$ cat src/rtl/mem_access_ctrl_if.sv
// rtl/mem_access_ctrl_if.sv - command, status and data-memory bus bundle for mem_access_ctrl
interface mem_access_ctrl_if #(
   parameter int ADDR_W = 16,
   parameter int DATA_W = 16
);
   // control unit command and status
   logic              start;
   logic              we;
   logic [ADDR_W-1:0] addr;
   logic [DATA_W-1:0] wdata;
   logic              busy;
   logic              done;
   logic              err;
   logic [DATA_W-1:0] memdatain;
   // data memory side
   logic              mem_req;
   logic              mem_we;
   logic [ADDR_W-1:0] mem_addr;
   logic [DATA_W-1:0] mem_wdata;
   logic              mem_ack;
   logic [DATA_W-1:0] mem_rdata;

   // the controller itself
   modport slave (
      input  start, we, addr, wdata, mem_ack, mem_rdata,
      output busy, done, err, memdatain, mem_req, mem_we, mem_addr, mem_wdata
   );

   // control unit plus data memory, seen from outside the controller
   modport master (
      output start, we, addr, wdata, mem_ack, mem_rdata,
      input  busy, done, err, memdatain, mem_req, mem_we, mem_addr, mem_wdata
   );
endinterface

$ cat src/rtl/mem_access_ctrl.sv
// rtl/mem_access_ctrl.sv - load/store req/ack controller feeding the MDR; optional MEM_TIMEOUT_EN abort
module mem_access_ctrl #(
   parameter int ADDR_W  = 16,
   parameter int DATA_W  = 16,
   parameter int TIMEOUT = 15
) (
   input  logic               clk,
   input  logic               rst_n,
   mem_access_ctrl_if.slave   bus
);

   if (TIMEOUT < 1 || TIMEOUT > 255) begin : g_bad_timeout
      $error("mem_access_ctrl: TIMEOUT must be 1..255");
   end

   typedef enum logic [1:0] {
      S_IDLE   = 2'd0,
      S_ACCESS = 2'd1,
      S_DONE   = 2'd2
   } state_t;

   state_t              state_q, state_d;
   logic                req_q, req_d;
   logic                we_q, we_d;
   logic [ADDR_W-1:0]   addr_q, addr_d;
   logic [DATA_W-1:0]   wdata_q, wdata_d;
   logic [DATA_W-1:0]   rdata_q, rdata_d;

`ifdef MEM_TIMEOUT_EN
   localparam logic [7:0] TO_LAST = 8'(TIMEOUT - 1);
   logic [7:0]          cnt_q, cnt_d;
   logic                err_q, err_d;
`endif

   // state and datapath registers; async reset drops mem_req without a clock edge
   always_ff @(posedge clk or negedge rst_n) begin
      if (!rst_n) begin
         state_q <= S_IDLE;
         req_q   <= 1'b0;
         we_q    <= 1'b0;
         addr_q  <= '0;
         wdata_q <= '0;
         rdata_q <= '0;
`ifdef MEM_TIMEOUT_EN
         cnt_q   <= 8'd0;
         err_q   <= 1'b0;
`endif
      end else begin
         state_q <= state_d;
         req_q   <= req_d;
         we_q    <= we_d;
         addr_q  <= addr_d;
         wdata_q <= wdata_d;
         rdata_q <= rdata_d;
`ifdef MEM_TIMEOUT_EN
         cnt_q   <= cnt_d;
         err_q   <= err_d;
`endif
      end
   end

   // next state: accept a command in IDLE, wait for ack (or timeout) in ACCESS, one-cycle DONE
   always_comb begin
      state_d = state_q;
      req_d   = req_q;
      we_d    = we_q;
      addr_d  = addr_q;
      wdata_d = wdata_q;
      rdata_d = rdata_q;
`ifdef MEM_TIMEOUT_EN
      cnt_d   = cnt_q;
      err_d   = 1'b0;
`endif
      case (state_q)
         S_IDLE: begin
            if (bus.start) begin
               we_d    = bus.we;
               addr_d  = bus.addr;
               wdata_d = bus.wdata;
               req_d   = 1'b1;
               state_d = S_ACCESS;
`ifdef MEM_TIMEOUT_EN
               cnt_d   = 8'd0;
`endif
            end
         end
         S_ACCESS: begin
            // an ack on the same edge as the timeout limit takes priority
            if (bus.mem_ack) begin
               req_d   = 1'b0;
               state_d = S_DONE;
               if (!we_q) begin
                  rdata_d = bus.mem_rdata;
               end
            end
`ifdef MEM_TIMEOUT_EN
            else if (cnt_q == TO_LAST) begin
               req_d   = 1'b0;
               err_d   = 1'b1;
               state_d = S_DONE;
            end else begin
               cnt_d   = cnt_q + 8'd1;
            end
`endif
         end
         S_DONE: begin
            state_d = S_IDLE;
         end
         default: begin
            state_d = S_IDLE;
            req_d   = 1'b0;
         end
      endcase
   end

   assign bus.busy      = (state_q != S_IDLE);
   assign bus.done      = (state_q == S_DONE);
   assign bus.memdatain = rdata_q;
   assign bus.mem_req   = req_q;
   assign bus.mem_we    = we_q;
   assign bus.mem_addr  = addr_q;
   assign bus.mem_wdata = wdata_q;
`ifdef MEM_TIMEOUT_EN
   assign bus.err       = err_q;
`else
   assign bus.err       = 1'b0;
`endif

endmodule
$ cat src/flat_wrapper.sv
// flat-port wrapper written by rule: the top's interface ports become plain ports
module mem_access_ctrl_flat 
#(
   parameter int ADDR_W  = 16,
   parameter int DATA_W  = 16,
   parameter int TIMEOUT = 15
)
  (clk, rst_n, bus_start, bus_we, bus_addr, bus_wdata, bus_mem_ack, bus_mem_rdata, bus_busy, bus_done, bus_err, bus_memdatain, bus_mem_req, bus_mem_we, bus_mem_addr, bus_mem_wdata);
  mem_access_ctrl_if #(.ADDR_W(ADDR_W), .DATA_W(DATA_W)) bus_i ();
  input  logic clk;
  input  logic rst_n;
  input wire logic [$bits(bus_i.start)-1:0] bus_start;
  input wire logic [$bits(bus_i.we)-1:0] bus_we;
  input wire logic [$bits(bus_i.addr)-1:0] bus_addr;
  input wire logic [$bits(bus_i.wdata)-1:0] bus_wdata;
  input wire logic [$bits(bus_i.mem_ack)-1:0] bus_mem_ack;
  input wire logic [$bits(bus_i.mem_rdata)-1:0] bus_mem_rdata;
  output wire logic [$bits(bus_i.busy)-1:0] bus_busy;
  output wire logic [$bits(bus_i.done)-1:0] bus_done;
  output wire logic [$bits(bus_i.err)-1:0] bus_err;
  output wire logic [$bits(bus_i.memdatain)-1:0] bus_memdatain;
  output wire logic [$bits(bus_i.mem_req)-1:0] bus_mem_req;
  output wire logic [$bits(bus_i.mem_we)-1:0] bus_mem_we;
  output wire logic [$bits(bus_i.mem_addr)-1:0] bus_mem_addr;
  output wire logic [$bits(bus_i.mem_wdata)-1:0] bus_mem_wdata;
  assign bus_i.start = bus_start;
  assign bus_i.we = bus_we;
  assign bus_i.addr = bus_addr;
  assign bus_i.wdata = bus_wdata;
  assign bus_i.mem_ack = bus_mem_ack;
  assign bus_i.mem_rdata = bus_mem_rdata;
  assign bus_busy = bus_i.busy;
  assign bus_done = bus_i.done;
  assign bus_err = bus_i.err;
  assign bus_memdatain = bus_i.memdatain;
  assign bus_mem_req = bus_i.mem_req;
  assign bus_mem_we = bus_i.mem_we;
  assign bus_mem_addr = bus_i.mem_addr;
  assign bus_mem_wdata = bus_i.mem_wdata;
  mem_access_ctrl #(.ADDR_W(ADDR_W), .DATA_W(DATA_W), .TIMEOUT(TIMEOUT)) u_core (.clk(clk), .rst_n(rst_n), .bus(bus_i));
endmodule
$ cat config.mk
export PLATFORM = sky130hd
export DESIGN_NAME = mem_access_ctrl_flat
export DESIGN_NICKNAME = d
export VERILOG_FILES = /design/src/rtl/mem_access_ctrl_if.sv /design/src/rtl/mem_access_ctrl.sv /design/src/flat_wrapper.sv
export SDC_FILE = /design/constraint.sdc
export NUM_CORES = 1
export LEC_CHECK = 0
export CAP_MARGIN = 30
export CORE_MARGIN = 5
export CORE_UTILIZATION = 35
export DETAILED_ROUTE_END_ITERATION = 10
export GPL_TIMING_DRIVEN = 0
export PLACE_DENSITY = 0.79
export SYNTH_ARGS = -nofsm -noshare
export SYNTH_HDL_FRONTEND = slang
export SYNTH_SLANG_ARGS = --single-unit
$ cat constraint.sdc
create_clock -name clk -period 2.3 [get_ports clk]
set_input_delay 0.575 -clock clk [delete_from_list [all_inputs] [get_ports clk]]
set_output_delay 0.575 -clock clk [all_outputs]
set_load 0.01 [all_outputs]
Word-level counts from Yosys, hierarchy flattened
Index checks and enable logic that the tools add are counted.
Widths: inputs -> output; s select.
{"block": "totals", "ff_bits": 52, "word_cells": 24, "in_bits": 53, "out_inout_bits": 53}
{"block": "classes", "n_bitwise": 2, "muxes": 6, "reduce_logical": 6, "eq_ne": 4}
{"operator": "$reduce_and 3->1", "n": 2}
{"operator": "$mux 2", "n": 2}
{"operator": "$ne 2x2->1 const B", "n": 2}
{"operator": "$pmux 2 s2", "n": 1}
{"operator": "$reduce_and 2->1", "n": 2}
{"operator": "$pmux 1 s3", "n": 1}
{"operator": "$eq 2x1->1 const B", "n": 1}
{"operator": "$eq 2x2->1 const B", "n": 1}
{"operator": "$logic_not 2->1", "n": 1}
{"operator": "$mux 1", "n": 2}
{"operator": "$not 1->1", "n": 2}
{"operator": "$reduce_bool 2->1", "n": 1}

Depth between registers and ports, before layout
Gate-level depths: netlist of the first run.
{"block": "logic_depth", "ltp_word": 3, "depth_mapped": 5, "mapped_depth_nobuf": 3}

Least setup slack after synthesis of the first run
Ideal clock, no wire load.
{"block": "synth_path", "path_type": "in2reg", "startpoint": "in bus_start", "endpoint": "reg u_core.addr_q[0] (netlist: u_core.bus.mem_addr[0])", "setup_ns": 0.125, "setup_slack_ns": 0.741, "t_required_ns": 2.175, "arrival_time_ns": 1.434, "path_stages": 3, "n_path_buf": 1, "path_cell_list": "nor3b_2 -> buf_4 -> mux2_2"}
{"block": "synth_via", "elab_chain_len": 1}
{"element": "start, declared", "line": "flat_wrapper.sv:12", "rtl": "input wire logic [$bits(bus_i.start)-1:0] bus_start;"}
{"element": "$reduce_and 2->1 (no line)"}
{"element": "end signal, assigned", "line": "mem_access_ctrl.sv:52", "rtl": "addr_q <= addr_d;"}
{"element": "end, declared", "line": "mem_access_ctrl.sv:25", "rtl": "logic [ADDR_W-1:0] addr_q, addr_d;"}
Every way passes these cells.
A chain may end at the register's enable or synchronous reset.

Worst setup path after layout of the first run
{"block": "layout_path", "startpoint": "reg u_core.state_q[0]", "endpoint": "out bus_busy"}
{"block": "layout_via", "elab_chain_len": 1}
{"element": "start, declared", "line": "mem_access_ctrl.sv:22", "rtl": "state_t state_q, state_d;"}
{"element": "start signal, assigned", "line": "mem_access_ctrl.sv:49", "rtl": "state_q <= state_d;"}
{"element": "$reduce_bool 2->1", "line": "mem_access_ctrl.sv:116", "rtl": "assign bus.busy = (state_q != S_IDLE);"}
{"element": "end, declared", "line": "flat_wrapper.sv:18", "rtl": "output wire logic [$bits(bus_i.busy)-1:0] bus_busy;"}
Every way passes these cells.

==> flow_summary.yaml, run 1 <==
setup_path:
  crit_family: "buffers and inverters"
  crit_path_end_kind: "output pin"
  path_buf_inv: 1
  cp_max_fo: 7
  cpMaxStageDelayCell: "clkdlybuf4s50_1"
  path_cells: "or2_2, clkdlybuf4s50_1"
  cp-start-kind: "flop"
  worstPathArrival_ns: 1.53
  criticalPathCategory: "flop to output pin"
  crit_required_ns: 1.73
  cpPeakStageDelay_ns: 0.49
global_routing:
  grt_pass1_wl_mm: 7.521
  grt_pass1_vias: 1536
  grt_max_degree: 35
  grt_usage_pct: 12.79
  overflow: 0
  antenna_found_initial: 0
logic_synthesis:
  postSynthNetCount: 173
  synthFlopType: "dfrtp_1"
  synth_common_cells: "dfrtp_1, mux2_2, mux2_4, buf_4, nor2_1"
  ys_seq_elements: 52
  async_flop_share_pct: 100.0
  ys_types: 17
  synth_area_leaders: "dfrtp_1, mux2_2, mux2_4"
  ys_seq_area_share_pct: 64.00
  synth.avg_cell_area_um2: 16.94
  synthCells: 120
  yosysWarnings: 0
  synth_edf_count: 0
  yosys.area.top_type: "dfrtp_1"
  yosysMostFrequentCell: "dfrtp_1"
  synth_top_area_share_pct: 64.00
  syn_area_um2: 2033
drt:
  drt_iter0_drc: 25
  route.met3.wl_um: 692
  drc: 0
  dr.pass1.iters: 4
  topRoutingLayerUsed: "met4"
  met1_length_mm: 1.890
  wire_per_inst_um: 15.18
  drt-total-wl_mm: 4.631
  vias: 1380
  dr_wl_met2_mm: 2.026
  ant_nets: 0
  vias_per_cell: 4.525
die:
  fp.dieW_um: 86.22
  coreArea_um2: 5574
  placementRows: 27
  io_pins: 106
  start_util_pct: 36.48
  fp.dieH_um: 86.22
  dieArea_um2: 7433
run_status:
  status: "finished, final reports clean"
power_and_ir_drop:
  p_seq_share_pct: 38.8
  ir_drop_mv: 0.5835
  finalPower_mw: 4.177
  swShare_pct: 28.81
  p_sw_mw: 1.204
  p_comb_share_pct: 48.8
  clkPwrFrac_pct: 12.3
  powerDensity_nw_per_um2: 1278
  internal_power_mw: 2.974
  leakage_nw: 1.358
cells_and_area:
  fin_util_pct: 58.65
  finalNetCount: 285
  drive_gt1_share_pct: 28.33
  antennaDiodeCount: 0
  area_delta_synth_final_pct: 60.80
  n_fill_cell: 458
clocking:
  ctsHoldBuffers: 0
  post_cts_resized: 0
  cts_root_buffer: "clkbuf_8"
  clk_latency_ns: 0.29
  cts_tree: "done"
  cts_buffers: 5
  cts.sinks: 52
  cts_setup_buffers: 0
  clkTransAtPathRegs_ns: 0.09
  clockBufferDepth: 2
  htree_levels: 2
placed_design:
  io_buffers: 104
  hpwl_mm: 3.597
  gp_congestion: 0.7120
timing:
  hold_viol: 0
  final.setup_skew_ns: 0.006327
  finalMaxSlewViolations: 0
  setup_viol: 0
  rsz0062_at_grt: "no"
  period_needed_ns: 2.106
  timing.final.crit_share_pct: 91.59
  hold_ws_ns: 0.2250
  clock.fmax_ghz: 0.4747
job:
  drv_cap: 0
hold_path:
  min_path_type: "input port to asynchronous set/reset pin"
[power groups by stage]
stage          logic, mW  clock network [mW]  registers [mW]
3_5_place_dp        2.07                   0            1.64
6_report            2.04               0.516            1.62
4_1_cts             2.08               0.544            1.63
2_1_floorplan      0.674                   0            1.85
3_3_place_gp        2.04                   0            1.62
5_1_grt             2.18               0.587            1.69
[stage by stage]
stage / instance area [um^2] / cells / TNS, ns / worst slack [ns]
6_report: 3269 / 305 / 0 / 0.1935
2_1_floorplan: 2033 / 120 / 0 / 0.7414
4_1_cts: 3269 / 305 / 0 / 0.1739
5_1_grt: 3269 / 305 / 0 / 0.1342
3_5_place_dp: 3179 / 297 / -0.4471 / -0.02598
3_3_place_gp: 3164 / 296 / -49.40 / -0.9523
[cell families after synthesis]
logic type / share of synthesized area (%)
flops: 64.00
mux: 28.98
simple gates: 2.769
buf+inv: 3.200
compound gates: 0.8612
other cells: 0.1844
[flip-flops by register name, summed over array words and instances (netlist names)]
name and cells:
u_core.bus.mem_addr 16, u_core.bus.mem_req 1, u_core.bus.mem_wdata 16, u_core.state_q 2
u_core.bus.mem_we 1, u_core.bus.memdatain 16
[routing by layer]
| layer | vias up | track usage [%] |
|---|---|---|
| met3 | 2 | 8.080 |
| met5 | - | 0 |
| li1 | 637 | - |
| met2 | 79 | 20.04 |
| met1 | 662 | 14.64 |
| met4 | 0 | 3.399 |
[final timing paths]
check,startpoint,to,slack (ns),depth (start not counted)
min in group clk,u_core.bus.mem_addr[9],u_core.bus.mem_addr[9],0.51,1
worst max-delay path,u_core.state_q[0],bus_busy,0.19,2
max in group asynchronous,rst_n,u_core.bus.mem_wdata[0],1.55,2
worst min register to register,u_core.bus.mem_addr[9],u_core.bus.mem_addr[9],0.51,1
worst min-delay path,rst_n,u_core.bus.mem_wdata[4],0.22,1
worst max register to register,u_core.state_q[0],u_core.bus.mem_wdata[14],0.65,3
[area by class of cell]
class	instances	area (um^2)	share of cell area [%]
timing repair buffer	105	1056	32.30
buffer	6	61.31	1.875
inverter	1	3.754	0.1148
clock buffer	8	90.09	2.755
sequential	52	1301	39.80
tap	72	90.09	2.755
multi-input combinational	61	666.9	20.40
[cell usage in the layout (no fill, tap or decap), types with 2 or more instances in the layout]
cell / count
nor2_1: 3
buf_12: 2
mux2_4: 10
buf_4: 4
clkbuf_8: 6
clkbuf_1: 2
dfrtp_1: 52
mux2_2: 39
clkdlybuf4s50_1: 103
No activity file was read; power rests on OpenSTA's default activity.
==> run 2, diff against run 1 <==
- CTS_CLUSTER_SIZE: default -> 30
==> results of run 2 <==
The final DEF is identical to that of run 1; final timing and power are the same.
==> run 3, diff against run 2 <==
- MAX_ROUTING_LAYER: default -> met4
==> run 3 against run 2 <==
Effect of this change:
- final cell count did not move
- die area did not move
- setup slack better by 0.0016 ns
- non-clock buffer count stayed put
- clock power is essentially flat
- power about the same
- sequential power about the same
- global-route usage up 0.38 points
- core utilization stayed put
- combinational power about the same
- design area stayed put
- register-to-register slack improved by 0.02 ns
- critical path type unchanged
- highest routed layer unchanged
==> flow_summary.yaml, run 3 (synthesized netlist as in run 1, its figures left out) <==
run_status:
  status: "finished, final reports clean"
setup_path:
  cpPeakStageDelay_ns: 0.49
  r2r_start: "u_core.state_q[0]"
  r2r_cells: 3
  worstPathArrival_ns: 1.53
  cpMaxStageDelayCell: "clkdlybuf4s50_1"
  reg2reg_slack_ns: 0.67
  crit_required_ns: 1.73
  critPathLaunch: "u_core.state_q[0]"
  crit_end: "bus_busy"
  cp-start-kind: "flop"
  path_cells: "or2_2, clkdlybuf4s50_1"
  rr_endpoint: "u_core.bus.mem_wdata[14]"
  criticalPathCategory: "flop to output pin"
  crit_path_end_kind: "output pin"
  cp_max_fo: 7
global_routing:
  overflow: 0
  grt_usage_pct: 13.17
  grt_max_degree: 35
  grt_pass1_vias: 1539
  antenna_found_initial: 0
  grt_pass1_wl_mm: 7.507
cells_and_area:
  fin_util_pct: 58.65
  antennaDiodeCount: 0
  stdcell_area_um2: 3269
  drive_gt1_share_pct: 28.33
  finalNetCount: 285
  final_cells: 305
  layout_common_cells: "clkdlybuf4s50_1, dfrtp_1, mux2_2, mux2_4, clkbuf_8"
  n_fill_cell: 458
  area_delta_synth_final_pct: 60.80
  mostFrequentLayoutCell: "clkdlybuf4s50_1"
die:
  start_util_pct: 36.48
  fp.dieW_um: 86.22
  io_pins: 106
  placementRows: 27
  coreArea_um2: 5574
  fp.dieH_um: 86.22
  dieArea_um2: 7433
drt:
  wire_per_inst_um: 15.16
  drc: 0
  dr.pass1.iters: 4
  vias: 1376
  drt-total-wl_mm: 4.625
  drt_iter0_drc: 23
  vias_per_cell: 4.511
  ant_nets: 0
placed_design:
  gp_congestion: 0.7202
  hpwl_mm: 3.597
  io_buffers: 104
  placed_cell_area_um2: 3179
  dp.cells: 297
  pre_cts_ws_ns: -0.02598
power_and_ir_drop:
  powerDensity_nw_per_um2: 1278
  ir_drop_mv: 0.5838
  leakage_nw: 1.358
timing:
  setup_viol: 0
  rsz0062_at_grt: "no"
  finalMaxSlewViolations: 0
  layout_setup_ws_ns: 0.1951
  timing.final.crit_share_pct: 91.52
  period_needed_ns: 2.105
  final.setup_skew_ns: 0.009435
  hold_viol: 0
  clock.fmax_ghz: 0.4751
clocking:
  post_cts_resized: 0
  cts_tree: "done"
  clk_latency_ns: 0.29
  cts_buffers: 5
  cts_root_buffer: "clkbuf_8"
  cts.sinks: 52
  ctsHoldBuffers: 0
  clockBufferDepth: 2
  clkTransAtPathRegs_ns: 0.09
  cts_setup_buffers: 0
  htree_levels: 2
hold_path:
  min_path_type: "input port to asynchronous set/reset pin"
job:
  drv_cap: 0
[run 3: cell counts in the layout (fill, tap and decap cells not counted)]
Identical to the previous run, type by type.
[run 3: final cells by class]
class,count,area (um^2),area share (%)
repair buffers,105,1056,32.30
plain buffers,6,61.31,1.875
inverters,1,3.754,0.1148
multi-input cells,61,666.9,20.40
clock buffers,8,90.09,2.755
well taps,72,90.09,2.755
flip-flops and latches,52,1301,39.80
[run 3: how the worst min path moves through the flow]
stage	start	to	slack, ns	depth (start not counted)
3_5_place_dp	u_core.bus.memdatain[6]	u_core.bus.memdatain[6]	0.49	1
3_3_place_gp	u_core.bus.mem_addr[1]	u_core.bus.mem_addr[1]	0.49	1
2_1_floorplan	rst_n	u_core.bus.mem_addr[0]	0.28	0
6_report	rst_n	u_core.bus.mem_wdata[4]	0.22	1
4_1_cts	rst_n	u_core.bus.memdatain[2]	0.23	1
5_1_grt	rst_n	u_core.bus.mem_wdata[4]	0.24	1
[run 3: per-stage QoR]
stage / total power, mW / TNS [ns] / hold slack (ns)
after floorplan: 2.522 / 0 / 0.2794
after global placement: 3.659 / -49.40 / 0.4879
after detailed placement: 3.715 / -0.4471 / 0.4936
after CTS: 4.252 / 0 / 0.2266
after global routing: 4.455 / 0 / 0.2400
final: 4.178 / 0 / 0.2199
[run 3: power breakdown]
group | total (mW) | switching [mW] | internal [mW]
logic | 2.04 | 0.683 | 1.35
clock network | 0.518 | 0.272 | 0.246
registers | 1.62 | 0.249 | 1.37
[run 3: layer usage]
metal | vias to the layer above | part of all wire [%] | track usage [%]
met5 | - | 0 | -
met1 | 657 | 45 | 15.97
met2 | 79 | 43 | 20.11
met3 | 2 | 11 | 5.894
li1 | 638 | - | -
met4 | 0 | 0.50 | 3.399
[run 3: critical path, delay by kind of cell, from the launching register on]
| kind | cells | cell delay (ns) |
|---|---|---|
| simple gates | 1 | 0.31 |
| flops | 1 | 0.45 |
| buf+inv | 1 | 0.49 |
